<file path="src/rtl/rf_write_scheduler.sv">
// Arbitrates the register file's single write port between pipeline writeback and a buffered
// long-latency result stream; optional busy-bit scoreboard enabled by RF_SCOREBOARD_EN.
`ifndef REG_ADDR_WIDTH
`define REG_ADDR_WIDTH 5
`endif
`ifndef DATA_WIDTH
`define DATA_WIDTH 32
`endif

module rf_write_scheduler #(
  parameter int LL_FIFO_DEPTH = 2,
  parameter int STARVE_LIMIT  = 4
) (
  input  logic                       clk,
  input  logic                       rst_n,
  input  logic                       wb_we_i,
  input  logic [`REG_ADDR_WIDTH-1:0] wb_rd_addr_i,
  input  logic [`DATA_WIDTH-1:0]     wb_rd_data_i,
  output logic                       wb_hold_o,
  input  logic                       ll_valid_i,
  output logic                       ll_ready_o,
  input  logic [`REG_ADDR_WIDTH-1:0] ll_rd_addr_i,
  input  logic [`DATA_WIDTH-1:0]     ll_rd_data_i,
  output logic                       rf_we_o,
  output logic [`REG_ADDR_WIDTH-1:0] rf_rd_addr_o,
  output logic [`DATA_WIDTH-1:0]     rf_rd_data_o,
  input  logic                       issue_i,
  input  logic [`REG_ADDR_WIDTH-1:0] issue_rd_i,
  input  logic [`REG_ADDR_WIDTH-1:0] dec_rs1_i,
  input  logic [`REG_ADDR_WIDTH-1:0] dec_rs2_i,
  input  logic [`REG_ADDR_WIDTH-1:0] dec_rd_i,
  output logic                       hazard_o
);

  localparam int AW    = `REG_ADDR_WIDTH;
  localparam int DW    = `DATA_WIDTH;
  localparam int PTR_W = $clog2(LL_FIFO_DEPTH);
  localparam int CNT_W = $clog2(LL_FIFO_DEPTH) + 1;
  localparam int STV_W = $clog2(STARVE_LIMIT + 1);

  typedef struct packed {
    logic [AW-1:0] addr;
    logic [DW-1:0] data;
  } ll_entry_t;

  ll_entry_t        r_mem [LL_FIFO_DEPTH];
  logic [PTR_W-1:0] r_wr_ptr;
  logic [PTR_W-1:0] r_rd_ptr;
  logic [CNT_W-1:0] r_count;
  logic [STV_W-1:0] r_starve_cnt;
  logic             r_hold;

  ll_entry_t        w_head;
  logic             w_empty;
  logic             w_full;
  logic             w_push;
  logic             w_pop;
  logic             w_wb_live;
  logic             w_starve_hit;

  assign w_empty    = (r_count == '0);
  assign w_full     = (r_count == CNT_W'(LL_FIFO_DEPTH));
  assign ll_ready_o = !w_full;
  assign wb_hold_o  = r_hold;
  assign w_head     = r_mem[r_rd_ptr];

  assign w_push    = ll_valid_i && !w_full;
  // A pipeline write to x0 is a free slot, so it never blocks the drain.
  assign w_wb_live = wb_we_i && (wb_rd_addr_i != '0);
  assign w_pop     = !w_empty && (r_hold || !w_wb_live);

  // NOTE: FIFO storage is deliberately not reset; the pointers and count define validity,
  // so stale data is never observed and the array maps cleanly onto plain flops/RAM.
  always_ff @(posedge clk) begin
    if (w_push) r_mem[r_wr_ptr] <= '{addr: ll_rd_addr_i, data: ll_rd_data_i};
  end

  always_ff @(posedge clk or negedge rst_n) begin
    if (!rst_n) begin
      r_wr_ptr <= '0;
      r_rd_ptr <= '0;
      r_count  <= '0;
    end else begin
      if (w_push) r_wr_ptr <= r_wr_ptr + PTR_W'(1);
      if (w_pop)  r_rd_ptr <= r_rd_ptr + PTR_W'(1);
      case ({w_push, w_pop})
        2'b10:   r_count <= r_count + CNT_W'(1);
        2'b01:   r_count <= r_count - CNT_W'(1);
        default: r_count <= r_count;
      endcase
    end
  end

  // Hold fires on the cycle the head has been denied STARVE_LIMIT times in a row.
  assign w_starve_hit = (r_starve_cnt == STV_W'(STARVE_LIMIT - 1));

  always_ff @(posedge clk or negedge rst_n) begin
    if (!rst_n) begin
      r_starve_cnt <= '0;
      r_hold       <= 1'b0;
    end else begin
      r_hold <= 1'b0;
      if (w_empty || w_pop) begin
        r_starve_cnt <= '0;
      end else if (w_starve_hit) begin
        r_starve_cnt <= '0;
        r_hold       <= 1'b1;
      end else begin
        r_starve_cnt <= r_starve_cnt + STV_W'(1);
      end
    end
  end

  // NOTE: every output of this block gets a default first so no path can infer a latch.
  always_comb begin
    rf_we_o      = 1'b0;
    rf_rd_addr_o = '0;
    rf_rd_data_o = '0;
    if (w_pop) begin
      rf_we_o      = (w_head.addr != '0);
      rf_rd_addr_o = w_head.addr;
      rf_rd_data_o = w_head.data;
    end else if (w_wb_live) begin
      rf_we_o      = 1'b1;
      rf_rd_addr_o = wb_rd_addr_i;
      rf_rd_data_o = wb_rd_data_i;
    end
  end

`ifdef RF_SCOREBOARD_EN
  localparam int NREG = 1 << AW;

  logic [NREG-1:0] r_busy;
  logic [NREG-1:0] w_busy_set;
  logic [NREG-1:0] w_busy_clr;

  always_comb begin
    w_busy_set = '0;
    w_busy_clr = '0;
    if (issue_i) w_busy_set[issue_rd_i] = 1'b1;
    if (w_pop)   w_busy_clr[w_head.addr] = 1'b1;
  end

  // Set is applied after clear so a same-cycle reissue keeps the register busy; x0 stays clear.
  always_ff @(posedge clk or negedge rst_n) begin
    if (!rst_n) r_busy <= '0;
    else        r_busy <= ((r_busy & ~w_busy_clr) | w_busy_set) & ~NREG'(1);
  end

  assign hazard_o = r_busy[dec_rs1_i] | r_busy[dec_rs2_i] | r_busy[dec_rd_i];
`else
  logic w_unused_sb;
  assign w_unused_sb = ^{issue_i, issue_rd_i, dec_rs1_i, dec_rs2_i, dec_rd_i};
  assign hazard_o    = 1'b0;
`endif

endmodule

</file>
<file path="config.mk">
export PLATFORM = sky130hd
export DESIGN_NAME = rf_write_scheduler
export DESIGN_NICKNAME = d
export VERILOG_FILES = /design/src/rtl/rf_write_scheduler.sv
export SDC_FILE = /design/constraint.sdc
export NUM_CORES = 1
export LEC_CHECK = 0
export ABC_AREA = 1
export ABC_CLOCK_PERIOD_IN_PS = 3700
export BUFFER_PORTS_ARGS = -buffer_cell sky130_fd_sc_hd__buf_2
export CORE_ASPECT_RATIO = 1.75
export CORE_MARGIN = 10
export CORE_UTILIZATION = 23
export DETAILED_ROUTE_END_ITERATION = 12
export GPL_ROUTABILITY_DRIVEN = 0
export MAX_ROUTING_LAYER = met4
export PLACE_DENSITY_LB_ADDON = 0.08
export SETUP_SLACK_MARGIN = 0.5
export SYNTH_ARGS = -nofsm -noshare
export SYNTH_HDL_FRONTEND = slang
export SYNTH_SLANG_ARGS = --single-unit
</file>
<file path="constraint.sdc">
create_clock -name clk -period 3.7 [get_ports clk]
set_input_delay 0.185 -clock clk [delete_from_list [all_inputs] [get_ports clk]]
set_output_delay 0.185 -clock clk [all_outputs]
set_load 0.03 [all_outputs]
</file>
## After elaboration in Yosys (flattened, before gate mapping)

Memories as Yosys holds them, arrays and structs flattened.
Cells that the tools add are included.

| operators by class | value |
|---|---|
| $add $sub $neg | 5 |
| $mul | 0 |
| divide/modulo/power cells | 0 |
| magnitude comparators | 0 |
| equal/unequal tests | 4 |
| shift-type cells | 0 |
| mux-type cells | 13 |
| bitwise gates (word level) | 0 |
| reductions and logical operators | 12 |

Operators with widths:

| kind | number |
|---|---|
| 32-bit 2-to-1 mux | 2 |
| 5-bit 2-to-1 mux | 2 |
| 5-bit nonzero test | 2 |
| 1-bit 2-to-1 mux | 6 |
| 3-bit 2-to-1 mux | 2 |
| 2-bit equality test (second input constant) | 2 |
| 2-bit case mux with 2 select lines | 1 |
| 3-bit by 1-bit adder with 3-bit output (second input constant) | 1 |
| 3-bit by 2-bit equality test with 1-bit output (second input constant) | 1 |
| 1-bit logical AND | 3 |
| 1-bit logical NOT | 3 |
| 1-bit adder (second input constant) | 2 |
| 2-bit by 1-bit adder with 2-bit output (second input constant) | 1 |
| 2-bit by 1-bit equality test with 1-bit output (second input constant) | 1 |
| 2-bit logical NOT | 1 |
| 1-bit logical OR | 2 |
| 2-bit nonzero test | 1 |
| 2-bit by 1-bit subtractor with 2-bit output (second input constant) | 1 |

| word-level totals | value |
|---|---|
| register bits after elaboration | 8 |
| latch bits | 0 |
| RAM bits | 74 |
| ROM bits | 0 |
| word-level logic and storage cells | 40 |
| memories kept | 1 |

Memory list:

| memory | depth | bits a word | rd ports | clocked after Yosys merged registers in | wr ports | line | text |
|---|---|---|---|---|---|---|---|
| r_mem | 2 | 37 | 1 | 0 | 1 | 46 | `ll_entry_t r_mem [LL_FIFO_DEPTH];` |

## Longest topological paths before layout

Gate-level depths: netlist of the first run.

| depth | value |
|---|---|
| depth in word-level cells | 7 |
| mapped depth | 9 |

## Worst setup path after synthesis of the first run

OpenSTA, ideal clock, no wires.

| path | value |
|---|---|
| path kind | register -> register |
| from | register r_count[0] |
| to | memory r_mem[1][0] (netlist name), enable pin |
| library setup time | 0.433 ns |
| arrival time | 2.433 ns |
| data required time | 3.267 ns |
| path slack | 0.834 ns |
| cell stages (with the launch flop) | 5 |
| path buffers | 0 |
| period minus slack after synthesis | 2.866 ns |
| path through | dfrtp_1 > inv_1 > nand2_1 > nand2_1 > nor2_1 |

| between the ends | value |
|---|---|
| longest elaborated chain between the ends | 5 |

Ends and longest elaborated chain:

| element | line | text |
|---|---|---|
| start, declared | 49 | `logic [CNT_W-1:0] r_count;` |
| start signal, assigned | 87 | `2'b10: r_count <= r_count + CNT_W'(1);` |
| start signal, assigned | 88 | `2'b01: r_count <= r_count - CNT_W'(1);` |
| start signal, assigned | 89 | `default: r_count <= r_count;` |
| 2-bit equality test | 62 | `assign w_full = (r_count == CNT_W'(LL_FIFO_DEPTH));` |
| 1-bit logical NOT | - |  |
| named net ll_ready_o | 21 | `output logic ll_ready_o,` |
| 1-bit logical AND | 67 | `assign w_push = ll_valid_i && !w_full;` |
| 1-bit 2-to-1 mux | 75 | `if (w_push) r_mem[r_wr_ptr] <= '{addr: ll_rd_addr_i, data: ll_rd_data_i};` |
| 1-bit 2-to-1 mux (not written as such) | 75 |  |
| end, declared | 46 |  |

The timed path passes the listed nets, and every way through them passes these cells.

## Worst setup path after layout of the first run

| path | value |
|---|---|
| from | register r_count[0] |
| to | output rf_rd_data_o[19] |

| between the ends | value |
|---|---|
| longest elaborated chain between the ends | 4 |

Ends and longest elaborated chain:

| element | line | text |
|---|---|---|
| 2-bit logical NOT | 61 | `assign w_empty = (r_count == '0);` |
| 1-bit logical NOT | 70 | `assign w_pop = !w_empty && (r_hold \|\| !w_wb_live);` |
| 1-bit logical AND | 70 |  |
| 32-bit 2-to-1 mux | 119 | `if (w_pop) begin` |
| end, declared | 26 | `` output logic [`DATA_WIDTH-1:0] rf_rd_data_o, `` |

No other way between the ends.

==> summary.md, run 1 <==
| Metric | Value |
|---|---|
| Post-Layout Inst Area | 5010 sq um |
| DP Area | 4710 sq um |
| Worst-path maximum fanout | 37 |
| Hold_ws | 35.1 ps |
| ANT cells | 0 |
| Initial antenna violation count | 0 |
| Core area | 16900 sq um |
| Cells after DPL | 677 |
| Worst clock skew | 8.44 ps |
| Post-CTS Setup Inserts | 0 |
| CTS tree | built |
| Minimum clock period | 2500 ps |
| Post-synthesis sequential area ratio | 0.616 |
| PD cells | 731 nW/um^2 |
| Boundary Pins | between 100 and 150 |
| Largest net degree at the start of global routing | 38 |
| Hold Fails Final Rpt | 0 |
| Worst min-delay path class | in2reg |
| Die Area | 22900 sq um |
| Final Setup Violations | 0 |
| Number of global-route vias before repair | 2776 |
| Syn Area/Cell | roughly 11 sq um |
| Met2 Wirelength | ~5600 um |
| Setup WS post-layout | between 1000 and 1500 ps |
| IR drop worst, VDD | 0.242 mV |
| CP most frequent cell | nand2_1 |
| Chip height | 193 um |
| Max Cap Violations | 0 |
| Final std cells w/o fill | 694 |
| Synth cell types | 22 |
| Outcome | completed |
| Synth Cell Area | 3930 sq um |
| CP max stage delay | around 500 ps |
| WS Path Type | reg2out |
| Clk_lat worst skew | around 330 ps |
| Synth area leader | edfxtp_1 |
| CTS sink count | 82 |
| Static leakage | around 2.3 nW |
| WL met3 | 320 um |
| DRC Markers | 0 |
| CP Capture Type | output port |
| Syn_nets | 444 |
| Post-Route WL | 10000 um |
| Clock transition at the registers of the reported paths | approximately 60 ps |
| Worst path slowest cell | buf_4 |
| Via/cell ratio | 3.87 |
| FF+latch count, synth | 82 |
| Overall routing resource usage | 0.0913 |
| Dpl ws | 1500 ps |
| PortBufs | 117 |
| Row cnt | 63 |
| CP arrival | 2320 ps |
| Fillers | 1843 |
| Most common cell after layout, fill and taps aside | buf_2 |
| H-tree Lvls | 3 |
| RSZ-0062 raised after global routing | false |
| Initial Utilization | 0.233 |
| Bufs on Longest Clock Path | 2 |
| DR pass1 iterations | 4 |
| Die X | around 120 um |
| Worst-Margin Slew | 776 ps |
| Period utilisation layout | 0.676 |
| First-pass GRT wire length | 15500 um |
| Yosys top cell area share | 0.565 |
| Final slew viol count | 0 |
| Clk root buf | clkbuf_16 |
| Highest-count cells in the layout ignoring fill and taps | buf_2, edfxtp_1, nand2_1 |
| Max Clk Rate | approximately 400 MHz |
| Area Overhead vs Synth | 27.4% |
| Syn Inst Count | 343 |
| Setup TNS | 0 ps |
| Nets | 563 |
| Synth top area cells | edfxtp_1, mux2i_1, o21ai_2 |
| Routed Antenna Nets | 0 |
| M1 WL | 3930 um |
| DR top layer | met4 |
| Layout cell share with drive strength beyond 1 | 0.394 |
| Initial DRC count | 69 |
| Grt total ovfl | 0 |
| Relative slew slack | 0.481 |
| WL/cell | 14.4 um |
| CTS buffer count | 9 |
| Crit-path cells | inv_1 -> nand2_1 -> nand2_4 -> buf_4 -> nand2_1 -> o21ai_2 -> buf_2 |
| Worst endpoint required time | 3510 ps |
| Vias | 2685 |
| Syn. warnings | 0 |
| DP Wirelength | ~7500 um |
| CP Launch Type | register |
## flip-flops by register name, summed over array words and instances, names as in the netlist
register,flops
r_rd_ptr,1
r_count,2
r_mem,74
wb_hold_o,1
r_starve_cnt,3
r_wr_ptr,1
## through the flow
stage / util / power (mW)
3_5_place_dp: 0.279 / 2.88
5_1_grt: 0.297 / 3.92
4_1_cts: 0.297 / 3.77
2_1_floorplan: - / 2.48
3_3_place_gp: 0.279 / 2.87
6_report: 0.297 / 3.66
## logic make-up (layout without fill, tap and decap cells)
group                    count (synthesis)  in the layout  synth area share
AND/OR/NAND/NOR                        125            125             0.129
flip-flops                              82             82             0.616
buffers and inverters                   62            186            0.0830
AO/OA/AOI/OAI                           37             37            0.0786
multiplexers                            32             32            0.0815
adder cells (fa/ha/maj)                  2              2           0.00636
XOR/XNOR                                 2              2           0.00446
other                                    1              1          0.000954
## cells in the mapped netlist, drive strengths merged
| cell type | instances |
|---|---|
| edfxtp | 74 |
| nand2 | 73 |
| inv | 47 |
| nor2 | 45 |
| o21ai | 35 |
| mux2i | 32 |
| buf | 15 |
| dfrtp | 8 |
| nand3 | 5 |
| a21oi | 2 |
| ha | 2 |
| or2 | 2 |
| conb | 1 |
| xnor2 | 1 |
| xor2 | 1 |
## cell type report
class                   instances  area (sq um)  share of cell area
well taps                     227           284              0.0567
repair buffers                123           633               0.126
clock buffers                   9           225              0.0449
clock inverters                 7          70.1              0.0140
inverters                      47           176              0.0352
flip-flops and latches         82          2420               0.484
multi-input cells             199          1200               0.239
## worst max-delay path: cells and delay by family (launching register included)
family / cells / cell delay, ps
AOI/OAI and AO/OA: 1 / 90
buffers and inverters: 3 / 800
DFF: 1 / 410
and+or+nand+nor: 3 / 630
## where the power goes
group | internal [mW] | total, mW | switching (mW)
combinational | 0.447 | 1.42 | 0.977
sequential | 1.26 | 1.37 | 0.113
clock | 0.520 | 0.867 | 0.346
total | 2.23 | 3.66 | 1.44
## final timing paths
check                      slack [ps]                to  cells after the start             start
max in group asynchronous        3270          r_rd_ptr                      2             rst_n
hold reg to reg                   510   r_starve_cnt[2]                      2   r_starve_cnt[2]
min in group asynchronous         230   r_starve_cnt[0]                      2             rst_n
setup / recovery                 1200  rf_rd_data_o[19]                      7        r_count[0]
setup reg to reg                 1690        r_count[1]                      8        r_count[0]
hold / removal                     40      r_mem[1][30]                      1  ll_rd_data_i[30]
## per-layer routing
layer / track usage / up-vias
met5: - / -
met4: 0.0354 / 0
met3: 0.0216 / 11
met2: 0.165 / 73
met1: 0.0935 / 1238
li1: - / 1363
## repair_timing
item / 4_1_cts / 5_1_grt
hold buffers: 1 / 0
resized for setup: 0 / 0
hold endpoints to repair: 8 / 0
(Power assumes the default switching activity.)
==> inputs of run 2 (changes only) <==
--- a/config.mk
+++ b/config.mk
@@ -6,7 +6,7 @@
 export NUM_CORES = 1
 export LEC_CHECK = 0
 export ABC_AREA = 1
-export ABC_CLOCK_PERIOD_IN_PS = 3700
+export ABC_CLOCK_PERIOD_IN_PS = 2460
 export BUFFER_PORTS_ARGS = -buffer_cell sky130_fd_sc_hd__buf_2
 export CORE_ASPECT_RATIO = 1.75
 export CORE_MARGIN = 10
==> constraint.sdc (replaced) <==
create_clock -name clk -period 2.46 [get_ports clk]
set_input_delay 0.123 -clock clk [delete_from_list [all_inputs] [get_ports clk]]
set_output_delay 0.123 -clock clk [all_outputs]
set_load 0.03 [all_outputs]
==> run 2 against run 1 <==
Clock power grew 60%. Clock-buffer cell count grew 1. Sequential cell count is the same. Critical endpoint is now rf_rd_data_o[7]. Cell area grew 10%. Clock skew down 2.1 ps. Critical path type unchanged. Register-to-register slack got worse by 900 ps. Highest routed layer unchanged. Core utilization up 3.0 points.
==> summary.md, run 2 (synthesis results as in run 1) <==
| Metric | Value |
|---|---|
| Vias | 2833 (+5.5%) |
| Largest register FFs | 74 (unchanged) |
| Chip height | 193 um (unchanged) |
| Boundary Pins | 140 (unchanged) |
| Area Overhead vs Synth | 40.3% |
| Initial antenna violation count | 0 (unchanged) |
| First-pass GRT wire length | 15900 um (+3.0%) |
| Worst min-delay path class | in2reg |
| CTS buffer count | 9 (unchanged) |
| PD cells | 1050 nW/um^2 (+44%) |
| Bufs on Longest Clock Path | 2 (unchanged) |
| Register share of total power | 0.344 (-0.031) |
| CP bufs+invs | 2 (-1) |
| Reg2Reg Capture Point | r_count[1] |
| Multi-input logic area | 1200 sq um (+0.21%) |
| Grt total ovfl | 0 (unchanged) |
| RSZ-0062 raised after global routing | true |
| Initial Utilization | 0.233 (unchanged) |
| P_sw | 2.19 mW (+52%) |
| Highest-count cells in the layout ignoring fill and taps | buf_2, edfxtp_1, nand2_1 |
| Initial DRC count | 60 (-13%) |
| Clock transition at the registers of the reported paths | 60 ps (about the same) |
| Most common cell after layout, fill and taps aside | buf_2 |
| Routed Antenna Nets | 0 (unchanged) |
| IR drop worst, VDD | 0.312 mV (+29%) |
| CP arrival | 1720 ps (-600 ps) |
| Overall routing resource usage | 0.0928 (+0.00153) |
| Pint | 3.61 mW (+62%) |
| Outcome | completed |
| Hold_ws | 68.4 ps (+33.3 ps) |
| DRC Markers | 0 (unchanged) |
| Hold Path End | r_wr_ptr |
| Fillers | 1805 (-2.1%) |
| Post-Route WL | 10500 um (+4.4%) |
| Worst r2r src | r_count[0] |
| Die Area | 22900 sq um (unchanged) |
| Via/cell ratio | 3.85 (-0.37%) |
| Min-delay src | ll_valid_i |
| Nets | 605 (+7.5%) |
| R2R depth | 8 (unchanged) |
| CP max stage delay | 440 ps (-60 ps) |
| Period utilisation layout | 0.749 |
| Worst endpoint required time | 2340 ps (-1170 ps) |
| Post-layout util | 0.327 (+0.0300) |
| CP Capture Type | output port |
| Combinational power share | 0.416 (+0.027) |
| CTS sink count | 82 (unchanged) |
| Core area | 16900 sq um (unchanged) |
| Layout cell share with drive strength beyond 1 | 0.370 (-0.0239) |
| Static leakage | 2.47 nW (+9.2%) |
| CP Launch Type | register |
| Register Area | 2420 sq um (unchanged) |
| Switching share of power | 0.378 (-0.0147) |
| Row cnt | 63 (unchanged) |
| DR pass1 iterations | 4 (unchanged) |
| Register name with the most flops | r_mem |
| Max Clk Rate | 542 MHz |
| CTS tree | built |
| Clk root buf | clkbuf_16 |
| Crit-path cells | buf_4 -> mux2i_1 -> o21ai_2 -> buf_2 |
| Clk_lat worst skew | 330 ps (about the same) |
| Setup TNS | 0 ps (unchanged) |
| PortBufs | 117 (unchanged) |
| Clk network pwr share | 0.240 (+0.003) |
| Final slew viol count | 0 (unchanged) |
| DP Wirelength | 7500 um (about the same) |
| Worst path slowest cell | dfrtp_2 |
| Worst clock skew | 6.34 ps (-2.10 ps) |
| WP depth | 4 (-3) |
| Cell family with most CP delay | buffers and inverters |
| Hold path cells | 3 (+2) |
| Largest net degree at the start of global routing | 39 (+2.6%) |
| Minimum clock period | 1840 ps |
| Worst-path maximum fanout | 17 (-54%) |
| Hold Fails Final Rpt | 0 (unchanged) |
| Die X | 119 um (unchanged) |
| H-tree Lvls | 3 (unchanged) |
| Number of global-route vias before repair | 3016 (+8.6%) |
| WS Path Type | reg2out |
| Biggest regs | r_mem x74, r_starve_cnt x3, r_count x2 |
| Max Cap Violations | 0 (unchanged) |
| R2R setup slack | 790 ps (-900 ps) |
| Final Setup Violations | 0 (unchanged) |
| ANT cells | 0 (unchanged) |
| WL/cell | 14.2 um (-1.4%) |
## run 2: layout make-up
| cell class | instances | share of cell area |
|---|---|---|
| sequential | 82 | 0.439 |
| multi-input combinational | 199 | 0.218 |
| timing repair buffer | 165 | 0.204 |
| tap | 227 | 0.0515 |
| clock buffer | 10 | 0.0415 |
| inverter | 47 | 0.0320 |
| clock inverter | 5 | 0.0145 |
## run 2: power groups by stage
stage | logic (mW) | clock network, mW | registers [mW]
floorplan | 1.72 | 0 | 2.00
global placement | 2.33 | 0 | 2.02
detailed placement | 2.33 | 0 | 2.03
CTS | 2.42 | 1.45 | 2.00
global route | 2.64 | 1.50 | 2.03
finish | 2.41 | 1.39 | 1.99
## run 2: stage by stage
stage,total power [mW],std cells,setup slack [ps],cell area [sq um]
6_report,5.79,735,616,5520
5_1_grt,6.17,735,481,5520
4_1_cts,5.87,733,522,5460
3_5_place_dp,4.36,679,579,4750
3_3_place_gp,4.34,679,592,4750
2_1_floorplan,3.72,343,191,3940
## run 2: how the worst max path moves through the flow
stage	start	to	slack, ps
after CTS	r_rd_ptr	rf_rd_data_o[16]	520
after detailed placement	r_count[0]	rf_rd_data_o[13]	580
after global routing	r_count[0]	rf_rd_data_o[1]	480
after floorplan	r_count[0]	r_mem[1][0]	190
after global placement	r_count[0]	rf_rd_data_o[13]	590
final	r_rd_ptr	rf_rd_data_o[7]	620
## run 2: timing repair
action	4_1_cts	5_1_grt
resized for setup	4	4
endpoints found under the hold margin	82	0
hold buffers	38	0
setup endpoints to repair	29	25
buffers inserted	1	1
cloned	0	1
pin swaps	1	1
## run 2: layer usage
metal  part of all wire  vias up  GRT usage  wire [um]
met5                  0        -          -          0
met4              0.014        0     0.0368        149
met3              0.024        6     0.0175        253
met2               0.58       58      0.175       6040
met1               0.38     1323     0.0916       4020
li1                   -     1446          -          -
## run 2: worst min-delay path, stage by stage
cell	delay (ps)
buf_2	90
a21oi_1	70
nor2_1	80
